$ cat src/rtl/stopwatch_controller.sv
// Stopwatch sequencer: 1 Hz prescaler, seconds/minutes count, start/stop, lap freeze and clear.
// Latency: minutes/seconds/second_tick update on the edge that ends the internal tick cycle (1 cycle).
// Backpressure: none; command pulses are consumed in the cycle they arrive or dropped.
//
// Ports:
//   clock, reset       system clock, asynchronous active-low reset
//   start_stop/lap/clear  single-cycle debounced command pulses
//   minutes, seconds   registered display value (lap capture in LAP_HOLD, else live count)
//   running, lap_active   decoded from the state register
//   overflow           sticky saturation flag, cleared only by clear (or reset)
//   second_tick        one-cycle pulse per counted (non-saturated) second
module stopwatch_controller #(
    parameter int CLOCKS_PER_SECOND = 50000000,
    parameter int MAX_MINUTES       = 99
) (
    input  logic       clock,
    input  logic       reset,
    input  logic       start_stop,
    input  logic       lap,
    input  logic       clear,
    output logic [6:0] minutes,
    output logic [6:0] seconds,
    output logic       running,
    output logic       lap_active,
    output logic       overflow,
    output logic       second_tick
);

    localparam int             PW         = $clog2(CLOCKS_PER_SECOND);
    localparam logic [PW-1:0]  PRESC_LAST = PW'(CLOCKS_PER_SECOND - 1);
    localparam logic [PW-1:0]  PRESC_ONE  = PW'(1);
    localparam logic [6:0]     MAX_MIN    = 7'(MAX_MINUTES);

    typedef enum logic [1:0] {
        IDLE     = 2'd0,
        RUNNING  = 2'd1,
        PAUSED   = 2'd2,
        LAP_HOLD = 2'd3
    } state_t;

    state_t        state;
    logic [PW-1:0] presc;
    logic [6:0]    live_min;
    logic [6:0]    live_sec;
    logic [6:0]    lap_min;
    logic [6:0]    lap_sec;

    logic          counting;
    logic          tick;
    logic          saturate;
    logic [6:0]    cnt_min;
    logic [6:0]    cnt_sec;
    logic [PW-1:0] presc_adv;

    // Live count after this cycle's tick (if any). A tick at MAX:59 leaves
    // the count untouched and is reported as a saturation instead.
    always_comb begin
        counting  = (state == RUNNING) || (state == LAP_HOLD);
        tick      = counting && (presc == PRESC_LAST);
        saturate  = tick && (live_min == MAX_MIN) && (live_sec == 7'd59);
        presc_adv = tick ? '0 : presc + PRESC_ONE;
        cnt_min   = live_min;
        cnt_sec   = live_sec;
        if (tick && !saturate) begin
            if (live_sec == 7'd59) begin
                cnt_sec = 7'd0;
                cnt_min = live_min + 7'd1;
            end else begin
                cnt_sec = live_sec + 7'd1;
            end
        end
    end

    always_ff @(posedge clock or negedge reset) begin
        if (!reset) begin
            state       <= IDLE;
            presc       <= '0;
            live_min    <= 7'd0;
            live_sec    <= 7'd0;
            lap_min     <= 7'd0;
            lap_sec     <= 7'd0;
            minutes     <= 7'd0;
            seconds     <= 7'd0;
            overflow    <= 1'b0;
            second_tick <= 1'b0;
        end else begin
            // Defaults: count is applied, display follows the live count.
            // A tick is counted before any same-cycle state change.
            second_tick <= tick && !saturate;
            live_min    <= cnt_min;
            live_sec    <= cnt_sec;
            minutes     <= cnt_min;
            seconds     <= cnt_sec;

            case (state)
                IDLE: begin
                    presc <= '0;
                    if (start_stop) begin
                        state <= RUNNING;
                    end
                end

                RUNNING: begin
                    presc <= presc_adv;
                    if (saturate) begin
                        overflow <= 1'b1;
                        state    <= PAUSED;
                    end else if (start_stop) begin
                        state <= PAUSED;
                    end else if (lap) begin
                        state   <= LAP_HOLD;
                        lap_min <= cnt_min;
                        lap_sec <= cnt_sec;
                    end
                end

                LAP_HOLD: begin
                    presc <= presc_adv;
                    if (saturate) begin
                        overflow <= 1'b1;
                        state    <= PAUSED;
                    end else if (start_stop) begin
                        state <= PAUSED;
                    end else if (lap) begin
                        state <= RUNNING;
                    end else begin
                        // Display stays frozen on the capture while counting continues.
                        minutes <= lap_min;
                        seconds <= lap_sec;
                    end
                end

                PAUSED: begin
                    // Prescaler holds so the partial second survives a pause.
                    if (clear) begin
                        state    <= IDLE;
                        presc    <= '0;
                        live_min <= 7'd0;
                        live_sec <= 7'd0;
                        lap_min  <= 7'd0;
                        lap_sec  <= 7'd0;
                        minutes  <= 7'd0;
                        seconds  <= 7'd0;
                        overflow <= 1'b0;
                    end else if (start_stop) begin
                        state <= RUNNING;
                    end
                end

                default: begin
                    state <= IDLE;
                    presc <= '0;
                end
            endcase
        end
    end

    assign running    = (state == RUNNING) || (state == LAP_HOLD);
    assign lap_active = (state == LAP_HOLD);

endmodule
$ cat config.mk
export PLATFORM = sky130hd
export DESIGN_NAME = stopwatch_controller
export DESIGN_NICKNAME = d
export VERILOG_FILES = /design/src/rtl/stopwatch_controller.sv
export SDC_FILE = /design/constraint.sdc
export NUM_CORES = 1
export LEC_CHECK = 0
export ABC_AREA = 1
export BUFFER_PORTS_ARGS = -buffer_cell sky130_fd_sc_hd__buf_4
export CORE_MARGIN = 4
export CORE_UTILIZATION = 60
export CTS_CLUSTER_SIZE = 24
export DETAILED_ROUTE_END_ITERATION = 16
export GPL_TIMING_DRIVEN = 0
export PLACE_DENSITY = 0.86
export SLEW_MARGIN = 20
export SYNTH_ARGS = -nofsm -noshare
export SYNTH_HDL_FRONTEND = slang
export SYNTH_SLANG_ARGS = --single-unit
$ cat constraint.sdc
create_clock -name clock -period 2.1 [get_ports clock]
set_input_delay 0 -clock clock [delete_from_list [all_inputs] [get_ports clock]]
set_output_delay 0 -clock clock [all_outputs]
set_load 0.01 [all_outputs]
Word level (Yosys, flattened, before mapping)
Index checks and enable logic that the tools add are counted.

Register bits: 72. Latch bits: 0. RAM bits: 0. Memory bits (read-only): 0. Input port bits: 5. Output and inout bits: 18. Word-level logic and storage cells: 76. Memories: 0.

Add/sub/neg operators: 3. Multipliers: 0. Div/mod/pow operators: 0. Magnitude comparators: 0. Equality and inequality tests: 12. Shift-type cells: 0. Multiplexer cells: 38. Bitwise operators: 0. Reductions and logical operators: 13.

Operators with widths (number): $mux W7 (19); $pmux W26 S3 (1); $pmux W7 S2 (4); $mux W26 (2); $add A26 B1 Y26 const B (1); $eq A26 B26 Y1 const B (1); $mux W2 (8); $add A7 B1 Y7 const B (2); $pmux W2 S4 (1); $eq A7 B6 Y1 const B (1); $eq A7 B7 Y1 const B (1); $ne A2 B2 Y1 const B (3); $eq A2 B2 Y1 const B (2); $logic_and A1 B1 Y1 (4); $ne A4 B3 Y1 const B (1); $ne A4 B4 Y1 const B (1); $reduce_and A4 Y1 (1); $reduce_bool A2 Y1 (2); $reduce_and A3 Y1 (1); $eq A2 B1 Y1 const B (1); $logic_not A2 Y1 (1); $mux W1 (2); $ne A2 B1 Y1 const B (1); $pmux W1 S2 (1); other kinds (4) (4).

Longest topological paths before layout
Depth after elaboration: 12. Depth in mapped cells: 14. Gate-level depth less buffers: 14.

Worst setup path after synthesis
No wires, ideal clock.

Path kind: reg-to-reg. From: reg live_min[0]. To: reg lap_min[2]. Library setup time: 0.117 ns. Arrival time: 1.680 ns. Required time: 1.983 ns. Path slack: 0.303 ns. Stages on the path, launching flop included: 11. Path buffers: 1. Period minus slack after synthesis: 1.797 ns. Path through: dfrtp_1 ha_1 inv_1 nor3_1 nand2_1 clkbuf_1 nand3_1 o21ai_1 nand3_1 nand3_1 nand2_1.

Word-level cells in the longest chain between the ends: 10. Elaborated cells on any way between the ends: 14. Classes of those cells: add/sub: 1; eq/ne: 2; mux: 6; reduce/logical: 5.

Ends and longest elaborated chain: start, declared (RTL line 43) `logic [6:0] live_min;`; start signal, assigned (RTL line 90) `live_min <= cnt_min;`; branches (longest 10 deep; another with $add A7 B1 Y7); end signal, assigned (RTL line 112) `lap_min <= cnt_min;`; end, declared (RTL line 45) `logic [6:0] lap_min;`.

Several ways; the timed one is not identified. The select of a mux whose other input is x is not followed. A chain may end at the register's enable or synchronous reset.

Final worst setup path
From: reg live_sec[0]. To: reg minutes[5].

Word-level cells in the longest chain between the ends: 9. Elaborated cells on any way between the ends: 11. Classes of those cells: eq/ne: 1; mux: 7; reduce/logical: 3.

Ends and longest elaborated chain: start, declared (RTL line 44) `logic [6:0] live_sec;`; start signal, assigned (RTL line 91) `live_sec <= cnt_sec;`; $eq A7 B6 Y1 (*) (RTL line 60, 65); $logic_and A1 B1 Y1 (RTL line 60) `saturate = tick && (live_min == MAX_MIN) && (live_sec == 7'd59);`; $logic_not A1 Y1 (RTL line 64) `if (tick && !saturate) begin`; $logic_and A1 B1 Y1 (RTL line 64); $mux W7 (RTL line 64); $mux W7; $mux W7 (RTL line 122) `end else if (start_stop) begin`; $mux W7 (RTL line 119) `if (saturate) begin`; $pmux W7 S2 (*) (RTL line 95) `case (state)`; end signal, assigned (RTL line 92) `minutes <= cnt_min;`; end signal, assigned (RTL line 128) `minutes <= lap_min;`; end, declared (RTL line 21) `output logic [6:0] minutes,`.

Mark *: on every way between the ends. The rest lies on a longest branch, timed or not.

==> results.ini <==
[worst_setup_path]
reg2reg_to=minutes[5]$_DFF_PN0_
path_cells=ha_1 > nand4_1 > buf_2 > nand2_1 > nand2_1 > o211ai_1 > nand2_1 > nand2_1 > nand3_1 > nand3_1
path_max_fanout=10
crit_required_ps=2330
critical_path.top_delay_family=simple AND/OR/NAND/NOR gates
cp-end-kind=register
slowest_stage=dfrtp_1
cp_data_arrival_time_ps=2220
worstSetupPathType=register to register
cpPeakStageDelay_ps=420
r2r_start=live_sec[0]$_DFF_PN0_
rrSetupSlack_ps=110
path_buf_inv=1
path_common_cell=nand2_1
cp-startpoint=live_sec[0]$_DFF_PN0_
start_kind=register
worstRegToRegCells=10

[placement]
place_hpwl_um=7660
dpl-instance-area_sq_um=4560
gp_congestion=0.956
portBuffers=22
placedCellCount=719

[logic_synthesis]
yosysSeqAreaShare=0.421
post_synth.cell_area_avg_sq_um=7.12
synth.distinct_cells=41
synthDominantCellAreaShare=0.421
synth_nets=609
ys.warnings.count=0
yosys.area.top_type=dfrtp_1
synth_area_leaders=dfrtp_1, nand2_1, nand3_1
ys_async_sr_fraction=1.00
synth_area_sq_um=4280
synthCells=601
synth-main-ff-cell=dfrtp_1
synth_edf_count=0
ys_seq_elements=72

[pwr]
power_leakage_uw=0.00253
vdd_ir_drop_max_v=0.000638
power_density_nw_per_um2=784

[outcome]
status=finished clean

[timing]
hold_ws_ps=16.1
final-setup-viol-count=0
period_needed_ps=1990
slew-limit-headroom=0.381
tightestPinTransition_ps=929
fmax_mhz=503
hold_viol=0
slew_viol_final=0
fin_skew_ps=10.8
period_share=0.946

[die]
initial_core_util=0.623
rows=30
fp.dieH_um=92.5
fp.dieW_um=92.5
core_sq_um=6870
die_area_sq_um=8550
ios=23

[final_layout]
layout_commonest_cell=nand2_1
final_cells=752
n_fill_cell=556
layout.nets=659
fin_area_sq_um=5030
antenna_cells=0
layout_common_cells=nand2_1, dfrtp_1, inv_1, nand3_1, buf_4
drive_gt1_frac=0.174
area_delta_synth_final_pct=17.6

[global_route]
grt_pass1_vias=3904
antenna_found_initial=0
grt_max_degree=73
gr-usage-all-layers=0.273
overflow=0
grt_pass1_wl_um=18500

[detailed_routing]
drtAntennaViolNets=0
drcViolationCount=0
drt-total-wl_um=11200
vias_per_cell=5.64
firstDrtPassIters=6
via_count=4245
wl_per_cell_um=14.9
dr.first_iter.drc_count=406

[min_path]
hold_path_end=state[0]$_DFFE_PN0P_
hp-start=clear
hold_class=primary input to register
holdPathStages=4

[clock_tree]
insertion_delay_ps=360
clk_pin_slew_ps=70
cts_tree=yes
htree_levels=3
cts_root_buf=clkbuf_8
clockBufferDepth=2
numCtsBuffers=9
clock-sinks=72

[run]
cap_violations=0

==> worst max path at each step <==
stage,slack [ps],depth (start not counted),end
after CTS,4,13,seconds[2]$_DFF_PN0_
after detailed placement,-80,11,presc[9]$_DFFE_PN0N_
final,110,10,minutes[5]$_DFF_PN0_
after global routing,-20,12,lap_min[3]$_DFFE_PN0P_
after global placement,-60,11,presc[9]$_DFFE_PN0N_
after floorplan,300,10,lap_min[2]$_DFFE_PN0P_
==> stage by stage <==
step / utilization / setup TNS (ps) / worst slack (ps) / total power, uW
CTS: 0.709 / 0 / 3.76 / 3890
global route: 0.732 / -90.1 / -21.7 / 4150
finish: 0.732 / 0 / 113 / 3940
global placement: 0.664 / -363 / -62.4 / 2480
detailed placement: 0.664 / -893 / -80.9 / 2510
floorplan: - / 0 / 303 / 2180
==> cell type report <==
class,instances,area (sq um),area share
Clock inverter,6,115,0.0229
Multi-Input combinational cell,433,2150,0.428
Timing Repair Buffer,39,298,0.0592
Buffer,15,85.1,0.0169
Tap cell,96,120,0.0239
Sequential cell,72,1810,0.359
Clock buffer,10,138,0.0274
Inverter,81,314,0.0624
==> timing repair <==
item,CTS,global route
pin swaps,1,7
resized for setup,6,21
buffers inserted,2,13
hold buffers,2,0
setup endpoints to repair,24,44
endpoints found under the hold margin,73,0
==> power by group <==
part,internal [uW],switching (uW)
registers,1540,106
clock network,827,550
logic,317,601
==> Yosys cell counts (all sizes together) (4+ instances only) <==
library cell	instances
nand2	189
inv	78
dfrtp	72
nand3	71
nor2	48
o21ai	38
nor3	22
a21oi	15
nand4	12
clkbuf	8
buf	7
or2	7
o211ai	6
xor2	5
o22ai	4
==> kinds of logic (layout without fill, tap and decap cells) <==
group / after synthesis / after routing / share of synthesized area
AOI/OAI and AO/OA: 67 / 67 / 0.0874
buffers and inverters: 96 / 151 / 0.0901
xor gates and xnor gates: 6 / 6 / 0.0123
and+or+nand+nor: 357 / 357 / 0.380
DFF: 72 / 72 / 0.421
adders and majority gates: 3 / 3 / 0.00877
==> per-layer routing <==
metal	track usage	up-vias	wire, um
met4	0.0879	0	204
met5	0	-	0
met1	0.397	1999	5000
li1	-	2050	-
met3	0.0528	26	753
met2	0.410	170	5270
==> worst min-delay path: cells and delay by family <==
family / cells / cell delay (ps)
buf+inv: 2 / 170
compound gates: 2 / 150
==> registers in the layout (all words and copies together), names as in the netlist <==
register / cells
live_sec: 7
live_min: 7
overflow: 1
minutes: 7
second_tick: 1
seconds: 7
lap_min: 7
state: 2
presc: 26
lap_sec: 7
Note: power is estimated with default switching activity, not from simulation.
